===== config.mk =====
export PLATFORM = sky130hd
export DESIGN_NAME = iterative_compare_unit
export DESIGN_NICKNAME = d
export VERILOG_FILES = /design/src/rtl/iterative_compare_unit.sv
export SDC_FILE = /design/constraint.sdc
export NUM_CORES = 1
export LEC_CHECK = 0
export ABC_AREA = 1
export CORE_MARGIN = 1
export CORE_UTILIZATION = 40
export CTS_BUF_LIST = sky130_fd_sc_hd__clkbuf_4 sky130_fd_sc_hd__clkbuf_8 sky130_fd_sc_hd__clkbuf_16
export CTS_CLUSTER_DIAMETER = 120
export DETAILED_ROUTE_END_ITERATION = 8
export GPL_ROUTABILITY_DRIVEN = 0
export HOLD_SLACK_MARGIN = 0.03
export PLACE_DENSITY = 0.74
export REMOVE_ABC_BUFFERS = 1
export SLEW_MARGIN = 20
export SYNTH_ARGS = -nofsm -noshare
export SYNTH_HDL_FRONTEND = slang
export SYNTH_SLANG_ARGS = --single-unit

===== constraint.sdc =====
create_clock -name clk -period 2.42 [get_ports clk]
set_input_delay 0.484 -clock clk [delete_from_list [all_inputs] [get_ports clk]]
set_output_delay 0.484 -clock clk [all_outputs]
set_load 0.01 [all_outputs]

===== src/rtl/iterative_compare_unit.sv =====
// Multi-cycle eq/ne/lt/ge/ltu/geu comparator: scans CHUNK-bit slices from the MSB
// down, one per clock, with valid/ready handshakes on both sides.

package Types;
  typedef struct packed {
    logic mode;  // 0 = equality, 1 = ordering
    logic un;    // 1 = unsigned ordering
    logic neg;   // invert the selected flag
  } comparison_op_t;
endpackage

module iterative_compare_unit #(
  parameter int WIDTH      = 32,
  parameter int CHUNK      = 8,
  parameter bit EARLY_EXIT = 1'b1
) (
  input  logic                 clk,
  input  logic                 reset,
  input  logic                 in_valid,
  output logic                 in_ready,
  input  logic [WIDTH-1:0]     a,
  input  logic [WIDTH-1:0]     b,
  input  Types::comparison_op_t op,
  output logic                 out_valid,
  input  logic                 out_ready,
  output logic                 result,
  output logic                 eq,
  output logic                 lt,
  output logic                 busy
);

  localparam int NCHUNK = WIDTH / CHUNK;
  localparam int IDXW   = (NCHUNK > 1) ? $clog2(NCHUNK) : 1;

  generate
    if (CHUNK < 1 || (WIDTH % CHUNK) != 0) begin : g_bad_cfg
      $error("iterative_compare_unit: WIDTH must be a positive multiple of CHUNK");
    end
  endgenerate

  typedef enum logic [1:0] {IDLE, SCAN, DONE} state_t;

  state_t            state_reg, state_next;
  logic [WIDTH-1:0]  a_reg, b_reg;
  logic              mode_reg, neg_reg;
  logic [IDXW-1:0]   idx_reg;
  logic              miss_seen_reg, miss_lt_reg;
  logic              eq_reg, lt_reg, result_reg;

  logic [WIDTH-1:0]  sign_flip;
  logic [CHUNK-1:0]  a_slices [NCHUNK];
  logic [CHUNK-1:0]  b_slices [NCHUNK];
  logic [CHUNK-1:0]  cur_a, cur_b;
  logic              slice_diff, slice_lt, slice_last;
  logic              fin_eq, fin_lt;

  // Signed ordering becomes unsigned ordering once both sign bits are flipped.
  always_comb begin
    sign_flip            = '0;
    sign_flip[WIDTH-1]   = op.mode & ~op.un;
  end

  // Slice 0 is the most significant slice.
  generate
    for (genvar gi = 0; gi < NCHUNK; gi++) begin : g_slice
      assign a_slices[gi] = a_reg[WIDTH-1-gi*CHUNK -: CHUNK];
      assign b_slices[gi] = b_reg[WIDTH-1-gi*CHUNK -: CHUNK];
    end
  endgenerate

  always_comb begin
    cur_a = '0;
    cur_b = '0;
    for (int i = 0; i < NCHUNK; i++) begin
      if (idx_reg == IDXW'(i)) begin
        cur_a = a_slices[i];
        cur_b = b_slices[i];
      end
    end
  end

  assign slice_diff = (cur_a != cur_b);
  assign slice_lt   = (cur_a < cur_b);
  assign slice_last = (idx_reg == IDXW'(NCHUNK - 1));

  // The first mismatching slice alone decides the ordering.
  always_comb begin
    fin_eq = 1'b1;
    fin_lt = 1'b0;
    if (miss_seen_reg) begin
      fin_eq = 1'b0;
      fin_lt = miss_lt_reg;
    end else if (slice_diff) begin
      fin_eq = 1'b0;
      fin_lt = slice_lt;
    end
  end

  always_ff @(posedge clk or posedge reset) begin
    if (reset) begin
      state_reg <= IDLE;
    end else begin
      state_reg <= state_next;
    end
  end

  always_comb begin
    state_next = state_reg;
    case (state_reg)
      IDLE: if (in_valid) state_next = SCAN;
      SCAN: if ((EARLY_EXIT && slice_diff) || slice_last) state_next = DONE;
      DONE: if (out_ready) state_next = IDLE;
      default: state_next = IDLE;
    endcase
  end

  always_ff @(posedge clk or posedge reset) begin
    if (reset) begin
      a_reg         <= '0;
      b_reg         <= '0;
      mode_reg      <= 1'b0;
      neg_reg       <= 1'b0;
      idx_reg       <= '0;
      miss_seen_reg <= 1'b0;
      miss_lt_reg   <= 1'b0;
      eq_reg        <= 1'b0;
      lt_reg        <= 1'b0;
      result_reg    <= 1'b0;
    end else begin
      case (state_reg)
        IDLE: begin
          if (in_valid) begin
            a_reg         <= a ^ sign_flip;
            b_reg         <= b ^ sign_flip;
            mode_reg      <= op.mode;
            neg_reg       <= op.neg;
            idx_reg       <= '0;
            miss_seen_reg <= 1'b0;
            miss_lt_reg   <= 1'b0;
          end
        end
        SCAN: begin
          if (state_next == DONE) begin
            eq_reg     <= fin_eq;
            lt_reg     <= fin_lt;
            result_reg <= mode_reg ? (fin_lt ^ neg_reg) : (fin_eq ^ neg_reg);
          end else begin
            idx_reg <= idx_reg + IDXW'(1);
            if (slice_diff && !miss_seen_reg) begin
              miss_seen_reg <= 1'b1;
              miss_lt_reg   <= slice_lt;
            end
          end
        end
        default: ;
      endcase
    end
  end

  assign in_ready  = (state_reg == IDLE) && !reset;
  assign out_valid = (state_reg == DONE);
  assign busy      = (state_reg == SCAN);
  assign result    = result_reg;
  assign eq        = eq_reg;
  assign lt        = lt_reg;

endmodule


After elaboration in Yosys (flattened, before gate mapping)
Index checks and enable logic that the tools add are counted.
W data, S select, Z words.

cells by class
  order comparisons = 1
  bitwise operators = 6
  $add $sub $neg = 1
  reductions and logical operators = 12
  eq/ne operators = 10
  muxes and demuxes = 27

operator list
  cell                   number
  $mux W8                8
  $xor A32 B32 Y32       2
  $mux W1                10
  $mux W2                5
  $eq A2 B2 Y1 const B   4
  $lt A8 B8 Y1           1
  $ne A8 B8 Y1           1
  $pmux W2 S3            1
  $eq A2 B1 Y1 const B   2
  $logic_not A2 Y1       2
  $ne A2 B2 Y1 const B   2
  $pmux W1 S2            2
  $pmux W2 S2            1
  $reduce_and A2 Y1      2
  $reduce_and A4 Y1      1
  $reduce_and A3 Y1      1
  $add A2 B1 Y2 const B  1
  $logic_and A1 B1 Y1    2
  $logic_not A1 Y1       2
  $ne A2 B1 Y1 const B   1
  $reduce_bool A2 Y1     1
  $xor A1 B1 Y1          2
  $and A1 B1 Y1          1
  $logic_or A1 B1 Y1     1
  $not A1 Y1             1

word-level totals
  bits in registers = 75
  word-level logic and storage cells = 68

Depth between registers and ports, before layout
  depth after elaboration = 12
  mapped depth = 20
  gate-level depth less buffers = 20

Worst setup path before layout
Ideal clock, no wire load.

  path kind = register to register
  start = reg idx_reg[0]
  end = reg result_reg (netlist: result)
  library setup time = 0.117 ns
  required time = 2.303 ns
  slack = 0.091 ns
  arrival time = 2.212 ns
  cell stages (with the launch flop) = 21
  path buffers = 1
  cells stage by stage = dfrtp_1 -> inv_1 -> ha_1 -> buf_2 -> nand2_1 -> nor2_1 -> a21oi_1 -> o21ai_0 -> o21ai_0 -> ha_1 -> nand2_1 -> nor2_1 -> nand2_2 -> nand2_1 -> nor2_1 -> nand2_1 -> nand3_1 -> nand2_1 -> nand2_1 -> nand3_1 -> nand2_1

between the ends
  longest elaborated chain between the ends = 11
  elaborated cells between the ends (all ways) = 26
  classes of those cells = order compare: 1; eq/ne: 5; mux: 15; bitwise: 2; reduce/logical: 3

RTL lines
  item                                                   line  text
  from (decl)                                            46    logic [IDXW-1:0] idx_reg;
  from (signal assigned)                                 148   idx_reg <= idx_reg + IDXW'(1);
  branches (longest 11 deep; another with $lt A8 B8 Y1)  -
  to (signal assigned)                                   146   result_reg <= mode_reg ? (fin_lt ^ neg_reg) : (fin_eq ^ neg_reg);
  to (decl)                                              48    logic eq_reg, lt_reg, result_reg;

Parallel ways; which one is timed is not known.
A chain may end at the register's enable or synchronous reset.

Final worst setup path
  start = reg idx_reg[0]
  end = reg lt_reg (netlist: lt)

between the ends
  longest elaborated chain between the ends = 11
  elaborated cells between the ends (all ways) = 21
  classes of those cells = order compare: 1; eq/ne: 5; mux: 12; reduce/logical: 3

RTL lines
  item                         line  text
  $logic_not A2 Y1             75    if (idx_reg == IDXW'(i)) begin
  $mux W8 (4 in a row)         75
  $ne A8 B8 Y1                 82    assign slice_diff = (cur_a != cur_b);
  $logic_or A1 B1 Y1           111   SCAN: if ((EARLY_EXIT && slice_diff) || slice_last) state_next = DONE;
  $mux W2                      111
  $pmux W2 S3                  109   case (state_reg)
  $eq A2 B2 Y1                 143   if (state_next == DONE) begin
  $reduce_and A2 Y1 (no line)  -
  to (signal assigned)         145   lt_reg <= fin_lt;
  to (decl)                    48

Parallel ways exist; a longest one is shown, timed or not.

==> results.toml <==
[power_and_ir_drop]
power_uw = 5950
p_leak_uw = 0.00256
irDropWorstVdd_mv = 0.441
powerDensity_nw_per_um2 = 1140

[synth]
synth_seq_cells = 75
synth_top_family_by_area = "simple AND/OR/NAND/NOR gates"
synth-compound-area-share = 0.117
synthTopCellsByArea = "dfrtp_1 (51%), nand2_1 (20%), ha_1 (4.1%)"
netlist_instances = 460
synth_xor_area_frac = 0.00476
synth_common_cells = "nand2_1 (197), dfrtp_1 (75), inv_1 (33), o21ai_0 (29), a21oi_1 (25)"
yosysWarnings = 0
yosysTopAreaCell = "dfrtp_1"
synthAdderAreaFrac = 0.0408
synthFlopType = "dfrtp_1"
synth.most_common_cell = "nand2_1"
synth_edf_count = 0
syn_area_um2 = 3680
synth_top_area_frac = 0.510
muxShareOfSynthArea = 0
synth-async-reset-ratio = 1.00
yosys.area_share.simple = 0.251
avgSynthCellArea_um2 = 8.00
yosysUniqueCellTypes = 23
synth-seq-area-share = 0.510

[routing]
routed-wl-met3_um = 655
wl_per_cell_um = 14.6
dr.max_layer_used = "met4"
drt-met1-wl_mm = 4.02
dr_wl_met2_mm = 4.83
ant_nets = 0
drtPass1Iterations = 6
vias_per_cell = 4.97
drt_iter0_drc = 169
vias = 3314
drcViolationCount = 4
wl_mm = 9.73

[global_routing]
track_usage = 0.206
grt_start_max_net_pins = 76
grt_pass1_vias = 3312
grt-ovfl-total = 0
grt_pass1_wl_mm = 15.4
antenna_found_initial = 0

[status]
status = "finished, violations left"
violations = "design-rule violations, negative setup slack"

[critical_path]
path_class = "reg -> reg"
rrSetupSlack_ns = -0.18
crit_buf_inv = 4
worstSetupEndpoint = "lt$_DFFE_PP0P_"
cp-start-kind = "flop"
r2r_start = "idx_reg[0]$_DFFE_PP0P_"
worstReg2RegEnd = "lt$_DFFE_PP0P_"
path_cells = "inv_2 > ha_4 > buf_8 > a21oi_1 > o21ai_0 > o21ai_1 > nand2_1 > o21ai_1 > ha_1 > nand2_2 > nor2_4 > nand2_4 > nor2_4 > inv_2 > nand2_4 > inv_4 > nor2_4 > a31oi_4"
critPathCaptureType = "flop"
slowest_delay_ns = 0.44
rr_worst_depth = 18
path_max_fanout = 6
critPathRequiredTime_ns = 2.65
arrival_ns = 2.83
cpMostUsedCell = "nor2_4"
cpMaxStageDelayCell = "dfrtp_1"
critical-path-top-delay-family = "simple AND/OR/NAND/NOR gates"
cp-startpoint = "idx_reg[0]$_DFFE_PP0P_"
cp.depth = 18

[placed_design]
pre_cts_ws_ns = -0.172
dp.cells = 640
hpwl_mm = 6.12
port_buffers = 76

[sta]
rsz0062_at_grt = "true"
finalHoldViolCount = 0
slew_headroom = 0.708
fin_crit_ns = 2.60
fmax_ghz = 0.385
worst_slew_pin_slew_ns = 0.437
finClkSkew_ns = 0.00913
layout_setup_ws_ns = -0.178
drv_slew = 0
timing.hold.ws_ns = 0.483
setup_viol = 7
period_share = 1.07

[final_layout]
utilization = 0.594
nets = 637
area_growth_pct = 42.1
antennaDiodeCount = 0
register_area_um2 = 1880
drive_above_1_share = 0.170
multi_input_area_um2 = 1710
fin_cells = 667
nFillCells = 755

[run]
maxCapViolCount = 0

[clock_tree]
cts_sinks = 75
clock_latency_ns = 0.36
clock_path_buffers = 2
cts_tree = "done"
root_buffer = "clkbuf_8"
htreeDepth = 3
ctsHoldBuffers = 0
clk_pin_slew_ns = 0.07
cts_buffers = 9

[floorplanning]
core_um2 = 8810
pin_count = 77
die_height_um = 97.9
start_util = 0.418
die-area_um2 = 9590
die_w_um = 97.9
rows = 34

[hold_path]
hp-class = "reg -> reg"
## repair_timing
| item | in CTS | in global routing |
|---|---|---|
| setup endpoints to repair | 7 | 7 |
| gates resized for setup | 35 | 53 |
| pin swaps | 9 | 16 |
| setup buffers | 3 | 7 |
| cloned | 0 | 1 |
## worst min-delay path by stage
| stage | endpoint | slack [ns] | cells after the start | from |
|---|---|---|---|---|
| 2_1_floorplan | b_reg[10]$_DFFE_PP0P_ | 0.44 | 2 | b_reg[10]$_DFFE_PP0P_ |
| 3_3_place_gp | b_reg[3]$_DFFE_PP0P_ | 0.46 | 2 | b_reg[3]$_DFFE_PP0P_ |
| 3_5_place_dp | b_reg[13]$_DFFE_PP0P_ | 0.46 | 2 | b_reg[13]$_DFFE_PP0P_ |
| 4_1_cts | b_reg[13]$_DFFE_PP0P_ | 0.48 | 2 | b_reg[13]$_DFFE_PP0P_ |
| 5_1_grt | a_reg[29]$_DFFE_PP0P_ | 0.52 | 2 | a_reg[29]$_DFFE_PP0P_ |
| 6_report | result$_DFFE_PP0P_ | 0.48 | 2 | result$_DFFE_PP0P_ |
## stage by stage
step                      cell area [µm²]  setup TNS (ns)
after detailed placement             4590          -0.843
final                                5230           -1.04
after CTS                            4970         -0.0221
after global routing                 5230           -1.94
after global placement               4590          -0.107
after floorplan                      3530          -0.754
## power by group
group	switching, µW	total (µW)	leakage, µW	internal (µW)
Clock	459	1230	0.000133	768
Sequential	322	2140	0.000933	1820
Combinational	1500	2580	0.00149	1090
Total	2280	5950	0.00256	3670
## cell families (layout without fill, tap and decap cells)
| family | count (synthesis) | after routing |
|---|---|---|
| xor gates and xnor gates | 2 | 2 |
| and+or+nand+nor | 232 | 232 |
| buffers and inverters | 58 | 157 |
| AOI/OAI and AO/OA | 81 | 81 |
| adders and majority gates | 12 | 12 |
| DFF | 75 | 75 |
## cell usage in the layout (no fill, tap or decap), types with 5 or more instances in the layout
cell type / instances
a21oi_1: 21
buf_4: 10
buf_6: 14
clkbuf_8: 12
clkdlybuf4s50_1: 76
dfrtp_1: 75
ha_1: 8
inv_1: 26
inv_2: 7
nand2_1: 188
nand2_2: 7
nand2_4: 5
nand3_1: 9
nor2_1: 7
nor2_2: 5
o211ai_1: 6
o21ai_0: 11
o21ai_1: 32
## layer usage
metal,vias up,track usage
li1,1635,-
met1,1558,0.262
met2,105,0.340
met3,16,0.0444
met4,0,0.0897
met5,-,0
## cell type report
class                   instances  area share
multi-input cells             327       0.328
repair buffers                106       0.212
clock buffers                  12      0.0316
flip-flops and latches         75       0.359
well taps                     108      0.0258
inverters                      35      0.0261
clock inverters                 4      0.0182
## tightest hold or removal path: cells and delay by family (launching register included)
family | cells | cell delay (ns)
simple gates | 2 | 0.11
flops | 1 | 0.35
Power figures use the tool's default switching activity.
